## src/rtl/fused_pkg.sv

```systemverilog
// Format tables, lane layout helpers and shared types for the fused alignment prep stage.
// Config encodings come from define.sv when present; otherwise local defaults are used.
`ifndef CONFIG_WIDTH
`define CONFIG_WIDTH 3
`endif
`ifndef CONFIG_FP32
`define CONFIG_FP32 3'd0
`endif
`ifndef CONFIG_FP16
`define CONFIG_FP16 3'd1
`endif
`ifndef CONFIG_BF16
`define CONFIG_BF16 3'd2
`endif
`ifndef CONFIG_FP8_E4M3
`define CONFIG_FP8_E4M3 3'd3
`endif
`ifndef CONFIG_FP8_E5M2
`define CONFIG_FP8_E5M2 3'd4
`endif

package fused_pkg;

  localparam int CFG_W     = `CONFIG_WIDTH;
  localparam int NUM_LANES = 4;
  localparam int MAN_W     = 24;
  localparam int DIFF_W    = 20;

  localparam logic [CFG_W-1:0] CFG_FP32 = CFG_W'(`CONFIG_FP32);
  localparam logic [CFG_W-1:0] CFG_FP16 = CFG_W'(`CONFIG_FP16);
  localparam logic [CFG_W-1:0] CFG_BF16 = CFG_W'(`CONFIG_BF16);
  localparam logic [CFG_W-1:0] CFG_E4M3 = CFG_W'(`CONFIG_FP8_E4M3);
  localparam logic [CFG_W-1:0] CFG_E5M2 = CFG_W'(`CONFIG_FP8_E5M2);

  typedef enum logic [2:0] {
    FMT_FP32,
    FMT_FP16,
    FMT_BF16,
    FMT_E4M3,
    FMT_E5M2
  } fmt_e;

  typedef enum logic [1:0] {
    SKID_EMPTY,
    SKID_ONE,
    SKID_FULL
  } skid_state_e;

  typedef struct packed {
    logic             sign;
    logic [7:0]       exp;
    logic [MAN_W-1:0] man;
  } elem_t;

  function automatic int fmt_exp_w(input fmt_e f);
    case (f)
      FMT_FP16: return 5;
      FMT_E4M3: return 4;
      FMT_E5M2: return 5;
      default:  return 8;
    endcase
  endfunction

  function automatic int fmt_man_w(input fmt_e f);
    case (f)
      FMT_FP16: return 10;
      FMT_BF16: return 7;
      FMT_E4M3: return 3;
      FMT_E5M2: return 2;
      default:  return 23;
    endcase
  endfunction

  function automatic int fmt_lanes(input fmt_e f);
    case (f)
      FMT_FP16, FMT_BF16: return 2;
      FMT_E4M3, FMT_E5M2: return 4;
      default:            return 1;
    endcase
  endfunction

  function automatic logic [NUM_LANES-1:0] lane_mask(input fmt_e f);
    case (f)
      FMT_FP16, FMT_BF16: return 4'b0101;
      FMT_E4M3, FMT_E5M2: return 4'b1111;
      default:            return 4'b0001;
    endcase
  endfunction

  function automatic int man_base(input fmt_e f, input int lane);
    case (f)
      FMT_FP16, FMT_BF16: return (lane == 2) ? 12 : 0;
      FMT_E4M3, FMT_E5M2: return 6 * lane;
      default:            return 0;
    endcase
  endfunction

  function automatic int diff_base(input fmt_e f, input int lane);
    case (f)
      FMT_FP16, FMT_BF16: return (lane == 2) ? 10 : 0;
      FMT_E4M3, FMT_E5M2: return 5 * lane;
      default:            return 0;
    endcase
  endfunction

  // Unknown encodings collapse to FP32 so the stage never stalls on a bad config.
  function automatic fmt_e cfg_to_fmt(input logic [CFG_W-1:0] cfg);
    case (cfg)
      CFG_FP16: return FMT_FP16;
      CFG_BF16: return FMT_BF16;
      CFG_E4M3: return FMT_E4M3;
      CFG_E5M2: return FMT_E5M2;
      default:  return FMT_FP32;
    endcase
  endfunction

  function automatic logic [CFG_W-1:0] fmt_to_cfg(input fmt_e f);
    case (f)
      FMT_FP16: return CFG_FP16;
      FMT_BF16: return CFG_BF16;
      FMT_E4M3: return CFG_E4M3;
      FMT_E5M2: return CFG_E5M2;
      default:  return CFG_FP32;
    endcase
  endfunction

  function automatic logic [31:0] get_bits(input logic [31:0] word, input int lsb, input int width);
    return (word >> lsb) & ((32'd1 << width) - 32'd1);
  endfunction

  // Subnormals read as exponent 1 with a clear hidden bit.
  function automatic elem_t unpack_elem(input logic [31:0] word, input fmt_e f, input int lane);
    elem_t       e;
    logic [31:0] frac;
    logic [7:0]  exp_raw;
    int          ew;
    int          mw;
    ew      = fmt_exp_w(f);
    mw      = fmt_man_w(f);
    frac    = get_bits(word, 8 * lane, mw);
    exp_raw = 8'(get_bits(word, 8 * lane + mw, ew));
    e.sign  = |get_bits(word, 8 * lane + mw + ew, 1);
    e.exp   = (exp_raw == 8'd0) ? 8'd1 : exp_raw;
    e.man   = MAN_W'(frac) | ((exp_raw != 8'd0) ? (24'd1 << mw) : 24'd0);
    return e;
  endfunction

  // E4M3 has no infinity; only S.1111.111 is treated as special there.
  function automatic logic is_special(input logic [31:0] word, input fmt_e f, input int lane);
    logic [31:0] frac;
    logic [31:0] exp_raw;
    int          ew;
    int          mw;
    ew      = fmt_exp_w(f);
    mw      = fmt_man_w(f);
    frac    = get_bits(word, 8 * lane, mw);
    exp_raw = get_bits(word, 8 * lane + mw, ew);
    if (exp_raw != ((32'd1 << ew) - 32'd1)) return 1'b0;
    if (f == FMT_E4M3) return (frac == 32'd7);
    return 1'b1;
  endfunction

endpackage

```

## src/rtl/fused_skid_buf.sv

```systemverilog
// Two-entry valid/ready skid buffer with registered ready/valid and synchronous reset.
// state      | meaning
// SKID_EMPTY | no beat held, o_valid low
// SKID_ONE   | head beat in r_mem[0], one slot free
// SKID_FULL  | head in r_mem[0], next in r_mem[1], o_ready low
module fused_skid_buf
  import fused_pkg::*;
#(
  parameter int WIDTH = 8,
  parameter int DEPTH = 2
) (
  input  logic             clk,
  input  logic             rst,
  input  logic             i_valid,
  output logic             o_ready,
  input  logic [WIDTH-1:0] i_data,
  output logic             o_valid,
  input  logic             i_ready,
  output logic [WIDTH-1:0] o_data
);

  skid_state_e      r_state;
  logic [WIDTH-1:0] r_mem [DEPTH];
  logic             r_ready;
  logic             r_valid;
  logic             w_push;
  logic             w_pop;

  assign w_push  = i_valid & r_ready;
  assign w_pop   = r_valid & i_ready;
  assign o_ready = r_ready;
  assign o_valid = r_valid;
  assign o_data  = r_mem[0];

  always_ff @(posedge clk) begin
    if (rst) begin
      r_state <= SKID_EMPTY;
      r_ready <= 1'b0;
      r_valid <= 1'b0;
      for (int i = 0; i < DEPTH; i++) r_mem[i] <= '0;
    end else begin
      case (r_state)
        SKID_EMPTY: begin
          r_ready <= 1'b1;
          if (w_push) begin
            r_mem[0] <= i_data;
            r_valid  <= 1'b1;
            r_state  <= SKID_ONE;
          end
        end
        SKID_ONE: begin
          if (w_push && !w_pop) begin
            r_mem[1] <= i_data;
            r_ready  <= 1'b0;
            r_state  <= SKID_FULL;
          end else if (w_push && w_pop) begin
            r_mem[0] <= i_data;
          end else if (w_pop) begin
            r_valid <= 1'b0;
            r_state <= SKID_EMPTY;
          end
        end
        SKID_FULL: begin
          if (w_pop) begin
            r_mem[0] <= r_mem[1];
            r_ready  <= 1'b1;
            r_state  <= SKID_ONE;
          end
        end
        default: begin
          r_ready <= 1'b0;
          r_valid <= 1'b0;
          r_state <= SKID_EMPTY;
        end
      endcase
    end
  end

endmodule

```

## src/rtl/fused_exp_align_prep.sv

```systemverilog
// Operand prep ahead of the fused alignment shifter: unpack lanes, order by magnitude, pack diffs.
// FUSED_ALIGN_SPECIAL_EN adds NaN/Inf lane flagging that zeroes that lane's diff and small mantissa.
module fused_exp_align_prep
  import fused_pkg::*;
#(
  parameter int CONFIG_W = CFG_W,
  parameter int DEPTH    = 2
) (
  input  logic                 clk,
  input  logic                 rst,
  input  logic                 in_valid,
  output logic                 in_ready,
  input  logic [31:0]          in_a,
  input  logic [31:0]          in_b,
  input  logic [CONFIG_W-1:0]  in_config,
  output logic                 out_valid,
  input  logic                 out_ready,
  output logic [CONFIG_W-1:0]  out_config,
  output logic [MAN_W-1:0]     out_man_small,
  output logic [MAN_W-1:0]     out_man_big,
  output logic [DIFF_W-1:0]    out_diff,
  output logic [DIFF_W-1:0]    out_exp_max,
  output logic [NUM_LANES-1:0] out_swap,
  output logic [NUM_LANES-1:0] out_sign_big,
  output logic [NUM_LANES-1:0] out_eff_sub,
  output logic [NUM_LANES-1:0] out_special
);

  localparam int PAY_W = CONFIG_W + 2 * MAN_W + 2 * DIFF_W + 4 * NUM_LANES;

  fmt_e                 w_fmt;
  logic [NUM_LANES-1:0] w_lane_mask;
  logic [CONFIG_W-1:0]  w_cfg;
  logic [MAN_W-1:0]     w_man_small_l [NUM_LANES];
  logic [MAN_W-1:0]     w_man_big_l   [NUM_LANES];
  logic [DIFF_W-1:0]    w_diff_l      [NUM_LANES];
  logic [DIFF_W-1:0]    w_exp_max_l   [NUM_LANES];
  logic [MAN_W-1:0]     w_man_small;
  logic [MAN_W-1:0]     w_man_big;
  logic [DIFF_W-1:0]    w_diff;
  logic [DIFF_W-1:0]    w_exp_max;
  logic [NUM_LANES-1:0] w_swap_v;
  logic [NUM_LANES-1:0] w_sign_big_v;
  logic [NUM_LANES-1:0] w_eff_sub_v;
  logic [NUM_LANES-1:0] w_special_v;
  logic [PAY_W-1:0]     w_pay_in;
  logic [PAY_W-1:0]     w_pay_out;

  assign w_fmt       = cfg_to_fmt(CFG_W'(in_config));
  assign w_lane_mask = lane_mask(w_fmt);
  assign w_cfg       = CONFIG_W'(fmt_to_cfg(w_fmt));

  for (genvar k = 0; k < NUM_LANES; k++) begin : g_lane
    elem_t       w_a;
    elem_t       w_b;
    logic        w_act;
    logic        w_swap;
    logic        w_spec;
    logic [7:0]  w_exp_big;
    logic [7:0]  w_exp_small;
    logic [23:0] w_m_big;
    logic [23:0] w_m_small;

    assign w_a   = unpack_elem(in_a, w_fmt, k);
    assign w_b   = unpack_elem(in_b, w_fmt, k);
    assign w_act = w_lane_mask[k];

    // B wins only when strictly larger, so a full tie keeps A as big.
    assign w_swap = w_act && ((w_b.exp > w_a.exp) ||
                              ((w_b.exp == w_a.exp) && (w_b.man > w_a.man)));

    assign w_exp_big   = w_swap ? w_b.exp : w_a.exp;
    assign w_exp_small = w_swap ? w_a.exp : w_b.exp;
    assign w_m_big     = w_swap ? w_b.man : w_a.man;
    assign w_m_small   = w_swap ? w_a.man : w_b.man;

`ifdef FUSED_ALIGN_SPECIAL_EN
    assign w_spec = w_act && (is_special(in_a, w_fmt, k) || is_special(in_b, w_fmt, k));
`else
    assign w_spec = 1'b0;
`endif

    assign w_swap_v[k]     = w_swap;
    assign w_special_v[k]  = w_spec;
    assign w_sign_big_v[k] = w_act & (w_swap ? w_b.sign : w_a.sign);
    assign w_eff_sub_v[k]  = w_act & (w_a.sign ^ w_b.sign);

    assign w_man_big_l[k]   = w_act ? (w_m_big << man_base(w_fmt, k)) : '0;
    assign w_man_small_l[k] = (w_act && !w_spec) ? (w_m_small << man_base(w_fmt, k)) : '0;
    assign w_diff_l[k]      = (w_act && !w_spec) ?
                              (DIFF_W'(w_exp_big - w_exp_small) << diff_base(w_fmt, k)) : '0;
    assign w_exp_max_l[k]   = w_act ? (DIFF_W'(w_exp_big) << diff_base(w_fmt, k)) : '0;
  end

  // Lane fields never overlap, so OR-merging builds the packed words.
  always_comb begin
    w_man_small = '0;
    w_man_big   = '0;
    w_diff      = '0;
    w_exp_max   = '0;
    for (int k = 0; k < NUM_LANES; k++) begin
      w_man_small = w_man_small | w_man_small_l[k];
      w_man_big   = w_man_big   | w_man_big_l[k];
      w_diff      = w_diff      | w_diff_l[k];
      w_exp_max   = w_exp_max   | w_exp_max_l[k];
    end
  end

  assign w_pay_in = {w_cfg, w_man_small, w_man_big, w_diff, w_exp_max,
                     w_swap_v, w_sign_big_v, w_eff_sub_v, w_special_v};

  fused_skid_buf #(
    .WIDTH (PAY_W),
    .DEPTH (DEPTH)
  ) u_skid (
    .clk     (clk),
    .rst     (rst),
    .i_valid (in_valid),
    .o_ready (in_ready),
    .i_data  (w_pay_in),
    .o_valid (out_valid),
    .i_ready (out_ready),
    .o_data  (w_pay_out)
  );

  assign {out_config, out_man_small, out_man_big, out_diff, out_exp_max,
          out_swap, out_sign_big, out_eff_sub, out_special} = w_pay_out;

endmodule

```

## config.mk

```make
export PLATFORM = sky130hd
export DESIGN_NAME = fused_exp_align_prep
export DESIGN_NICKNAME = d
export VERILOG_FILES = /design/src/rtl/fused_pkg.sv /design/src/rtl/fused_skid_buf.sv /design/src/rtl/fused_exp_align_prep.sv
export SDC_FILE = /design/constraint.sdc
export NUM_CORES = 1
export LEC_CHECK = 0
export CAP_MARGIN = 20
export CORE_MARGIN = 10
export CORE_UTILIZATION = 59
export DETAILED_ROUTE_END_ITERATION = 7
export PLACE_DENSITY = 0.82
export SLEW_MARGIN = 20
export SYNTH_ARGS = -nofsm -noshare
export SYNTH_HDL_FRONTEND = slang
export SYNTH_SLANG_ARGS = --single-unit
```

## constraint.sdc

```tcl
create_clock -name clk -period 9.55 [get_ports clk]
set_clock_uncertainty 0.1 [all_clocks]
set_input_delay 2.3875 -clock clk [delete_from_list [all_inputs] [get_ports clk]]
set_output_delay 2.3875 -clock clk [all_outputs]
set_load 0.01 [all_outputs]
```

## After elaboration in Yosys (flattened, before gate mapping)

Memory sizes are Yosys's and may differ from the RTL's.
Cells that the tools add are included.

| word-level totals | value |
|---|---|
| flip-flop bits (word level) | 4 |
| bits in writable memories | 214 |
| output and inout port bits | 109 |
| word-level logic and storage cells | 272 |
| memories kept | 1 |
| input bits | 71 |

| operators by class | value |
|---|---|
| reduce and logical (&&, ||, !) cells | 39 |
| muxes and demuxes | 100 |
| order comparisons | 8 |
| bitwise logic cells | 55 |
| shift-type cells | 31 |
| equal/unequal tests | 22 |
| $add $sub $neg | 13 |

Memories:

| memory | depth | bits a word | rd ports | clocked after memory_dff | write ports | RTL line | RTL |
|---|---|---|---|---|---|---|---|
| u_skid.r_mem | 2 | 107 | 2 | 0 | 2 | fused_skid_buf.sv:23 | `logic [WIDTH-1:0] r_mem [DEPTH];` |

Operators by type and width:

| operator | number |
|---|---|
| 24-bit two-way mux | 24 |
| 107-bit two-way mux | 4 |
| 24-bit bitwise OR | 14 |
| 32-bit by 32-bit right shift with 1-bit output | 8 |
| 24-bit by 32-bit << shifter with 24-bit output | 6 |
| 32-bit by 32-bit right shift with 8-bit output | 6 |
| 20-bit two-way mux | 7 |
| 8-bit two-way mux | 17 |
| 32-bit adder | 4 |
| 20-bit bitwise OR | 5 |
| 24-bit AND | 4 |
| 24-bit > comparator | 4 |
| 20-bit by 32-bit << shifter with 20-bit output | 3 |
| 8-bit by 32-bit << shifter with 20-bit output | 3 |
| 6-bit by 32-bit adder with 32-bit output (first input constant) | 2 |
| 8-bit AND | 8 |
| 8-bit zero test | 8 |
| 8-bit nonzero test | 8 |
| 32-bit by 5-bit right shift with 8-bit output | 2 |
| 16-bit by 24-bit AND with 24-bit output | 2 |
| 8-bit by 24-bit AND with 24-bit output | 2 |
| 8-bit by 8-bit subtractor with 9-bit output | 4 |
| 5-bit by 32-bit adder with 32-bit output (first input constant) | 1 |
| 8-bit == test | 4 |
| 39 further kinds | 118 |

## Logic depth before layout (Yosys ltp)

| logic depth | value |
|---|---|
| word-level depth | 25 |
| mapped depth | 31 |

## By module

From an unflattened synthesis, not the netlist that was laid out.

| second synthesis, totals | value |
|---|---|
| cell total of the unflattened synthesis | 1942 |
| area, all modules | 18126.1 um^2 |

By module, submodules not included:

| module | cells each | instances | area each (um^2) |
|---|---|---|---|
| fused_exp_align_prep | 1434 | 1 | 9565.4 |
| fused_skid_buf | 508 | 1 | 8560.7 |

## Worst setup path after synthesis

OpenSTA, ideal clock, no wires.

| timing path | value |
|---|---|
| path type | in2reg |
| from | input port in_config[0] |
| to | memory u_skid.r_mem[0][54] in the netlist's numbering (data pin) |
| setup slack | 1.147 ns |
| stages on the path | 27 |
| path buffers | 8 |
| arrival time | 8.034 ns |
| path through | buf_4 -> buf_6 -> or3_1 -> nand2_1 -> clkbuf_1 -> clkbuf_1 -> clkbuf_1 -> clkbuf_1 -> clkbuf_1 -> nand2_1 -> ha_1 -> nand4_1 -> nor4_1 -> a21oi_1 -> a211oi_1 -> nor2_1 -> clkbuf_1 -> a22oi_1 -> ha_1 -> a21oi_1 -> o21ai_0 -> o31ai_1 -> o211a_1 -> a31o_2 -> or3_1 -> a21oi_1 -> o22ai_1 |

RTL lines:

| item | RTL line | RTL |
|---|---|---|
| from (decl) | fused_exp_align_prep.sv:15 | `input logic [CONFIG_W-1:0] in_config,` |
| to (decl) | fused_skid_buf.sv:23 |  |

==> results.py <==
metrics = {
    "run_status": {
        "status": "finished, violations left",
        "violations": "design-rule violations",
    },
    "grt": {
        "grt_use_total_pct": 40.8,
        "antenna_found_initial": 5,
        "grt_max_degree": 93,
        "grt-ovfl-total": 0,
        "grt_pass1_wl_um": 122000,
        "grt_pass1_vias": 19000,
    },
    "place": {
        "place_ws_ps": 489,
        "dp_hpwl_um": 60700,
        "io_buffer_count": 175,
        "place_congestion": 1.11,
        "dpl_cell_area_um2": 21200,
    },
    "logic_synthesis": {
        "synth_top_area_cell": "edfxtp_1",
        "synthFlopType": "edfxtp_1",
        "ys_warn_count": 0,
        "syn_avg_cell_area_um2": 8.58,
        "synth.area.top_cells": "edfxtp_1, ha_1, nand2_1",
        "synth-seq-cells": 210,
        "synth_area_um2": 18900,
        "yosysUniqueCellTypes": 93,
        "synth_top_area_share_pct": 32.8,
        "ys_top_cells_by_count": "nand2_1, nor2_1, edfxtp_1",
        "yosysMostFrequentCell": "nand2_1",
        "synth_cells": 2198,
        "seq_area_frac_synth_pct": 33.2,
        "synth_enable_flop_cells": 206,
        "synthArstFlopShare_pct": 0,
    },
    "final_layout": {
        "postLayoutCellArea_um2": 21800,
        "seq_area_um2": 6270,
        "fillers": 2403,
        "postLayoutCoreUtil_pct": 69.0,
        "syn2layout_area_growth_pct": 15.4,
        "final_nets": 2541,
        "multi_input_area_um2": 11700,
        "post_route_cells_drive_above_1_share_pct": 10.4,
    },
    "worst_hold_path": {
        "hp-start": "u_skid.o_ready$_SDFFE_PP0P_",
        "hold_path.class": "flop to flop",
        "holdPathStages": 2,
        "holdPathEnd": "u_skid.o_ready$_SDFFE_PP0P_",
    },
    "power": {
        "p_per_area_nw_per_um2": 159,
        "totalPowerFinal_mw": 3.46,
        "peakVddDrop_v": 0.000225,
        "power.leakage_nw": 8.76,
    },
    "routing": {
        "vias": 19900,
        "routed_wl_um": 82700,
        "drc": 4,
        "antenna_left": 0,
        "vias_per_cell": 7.22,
        "avgRoutedWirePerCell_um": 30.0,
        "drt-pass1-iter-count": 8,
        "dr.first_iter.drc_count": 3236,
    },
    "clock_tree": {
        "cts_tree": "done",
        "cts_root_buf": "clkbuf_16",
        "cts.clk_slew.worst_paths_ps": 70,
        "cts_buffers": 21,
        "clk_path_buf_depth": 3,
        "insertion_delay_ps": 520,
        "post-cts-setup-buffer-count": 0,
        "htreeDepth": 1,
        "numClockSinks": 210,
        "cts.hold.buffers_added": 0,
        "cts_resized": 0,
    },
    "setup_path": {
        "r2r_slack_ps": 5750,
        "rr_endpoint": "u_skid.r_mem[0][15]$_DFFE_PP_",
        "cp_max_fo": 47,
        "criticalPathCategory": "input pin to flop",
        "worstPathArrival_ps": 9000,
        "reg2reg_from": "u_skid.r_state[0]$_SDFFE_PP0P_",
        "critPathRequiredTime_ps": 9700,
        "setup.worst_path.start_class": "input pin",
        "rr_worst_depth": 7,
        "endpoint_kind": "flop",
    },
    "die": {
        "start_util_pct": 59.8,
        "die_w_um": 199,
        "die_area_um2": 39500,
        "die_y_um": 199,
        "coreArea_um2": 31600,
        "fp-row-count": 65,
        "io_pins": 180,
    },
    "sta": {
        "worst_pin_slew_ps": 1100,
        "slew_headroom_pct": 26.2,
        "tns_ps": 0,
        "rsz0062_at_grt": "false",
        "fmax_mhz": 113,
        "setup_ws_ps": 704,
        "setup_viol": 0,
        "period_needed_ps": 8850,
        "hold_viol": 0,
        "fin_crit_sh_pct": 92.6,
        "slew_violations": 0,
    },
    "job": {
        "maxCapViolCount": 0,
    },
}
==> cell type report <==
type                    count  share of cell area, %
flip-flops and latches    210                   28.8
clock buffers              26                   2.50
repair buffers            271                   11.3
inverters                  58                   1.00
well taps                 402                   2.31
clock inverters             9                  0.195
multi-input cells        1781                   53.9
diodes                      2                 0.0230
==> logic make-up (layout without fill, tap and decap cells) <==
group                    after synthesis  count (layout)  share of synthesized area [%]
AND/OR/NAND/NOR                      839             839                           22.0
flip-flops                           210             210                           33.2
other                                  2              38                         0.0398
adder cells (fa/ha/maj)              127             127                           8.46
multiplexers                          93              93                           6.23
buffers and inverters                241             364                           5.62
XOR/XNOR                              22              22                           1.02
AO/OA/AOI/OAI                        664             664                           23.4
==> how the worst max path moves through the flow <==
stage | startpoint | end
after floorplan | in_config[0] | u_skid.r_mem[0][54]$_DFFE_PP_
after global placement | in_config[2] | u_skid.r_mem[0][52]$_DFFE_PP_
after detailed placement | in_config[1] | u_skid.r_mem[0][52]$_DFFE_PP_
after CTS | in_config[1] | u_skid.r_mem[0][52]$_DFFE_PP_
after global routing | in_config[1] | u_skid.r_mem[0][52]$_DFFE_PP_
final | in_config[1] | u_skid.r_mem[0][52]$_DFFE_PP_
==> cells in the final DEF, fill, tap and decap left out, drive strengths merged, types with 29 or more instances in the layout <==
master,instances
a21oi,177
a221oi,29
a22oi,29
and2,91
buf,99
clkdlybuf4s50,172
conb,36
edfxtp,206
ha,126
inv,59
mux2i,53
nand2,239
nand2b,53
nand3,41
nor2,211
o21ai,154
o221ai,53
or2,48
==> metal layers <==
metal	share of wire (%)	GRT usage, %	vias to the layer above	wire length [µm]
met5	0.077	0	-	64
met4	7.5	24.8	8	6220
met3	15	13.4	436	12300
met2	42	60.3	1792	34700
met1	36	50.9	9203	29400
li1	-	-	8474	-
==> metrics by stage <==
| stage | hold slack (ps) | cells |
|---|---|---|
| 2_1_floorplan | 396 | 2232 |
| 3_3_place_gp | 405 | 2722 |
| 5_1_grt | 445 | 2757 |
| 3_5_place_dp | 422 | 2722 |
| 6_report | 438 | 2759 |
| 4_1_cts | 439 | 2757 |
==> report_power, final <==
part           total (mW)  switching, mW  leakage, nW  internal [mW]
combinational        1.57           1.01         6.28          0.554
sequential           1.14         0.0302         2.19           1.11
clock               0.753          0.351        0.289          0.402
total                3.46           1.40         8.76           2.06
==> worst max-delay path, cell delays in order <==
cell,delay (ps)
buf_2,620
or3b_1,750
inv_1,90
buf_4,240
a31oi_1,160
a211o_1,240
and2_1,180
nand4_1,80
or2_2,380
a21boi_0,220
ha_1,160
and4_1,210
nand4_1,140
nor3_1,300
a31oi_1,270
a31o_2,300
mux2_4,280
ha_1,200
a221oi_1,630
a31oi_1,280
o22ai_1,330
mux2i_1,260
nand2_1,90
a2bb2oi_1,160
==> state kept, by name (all words and copies together) (netlist names) <==
signal,flops
u_skid.r_mem,206
u_skid.r_state,2
u_skid.o_ready,1
u_skid.o_valid,1
Note: power is estimated with default switching activity, not from simulation.
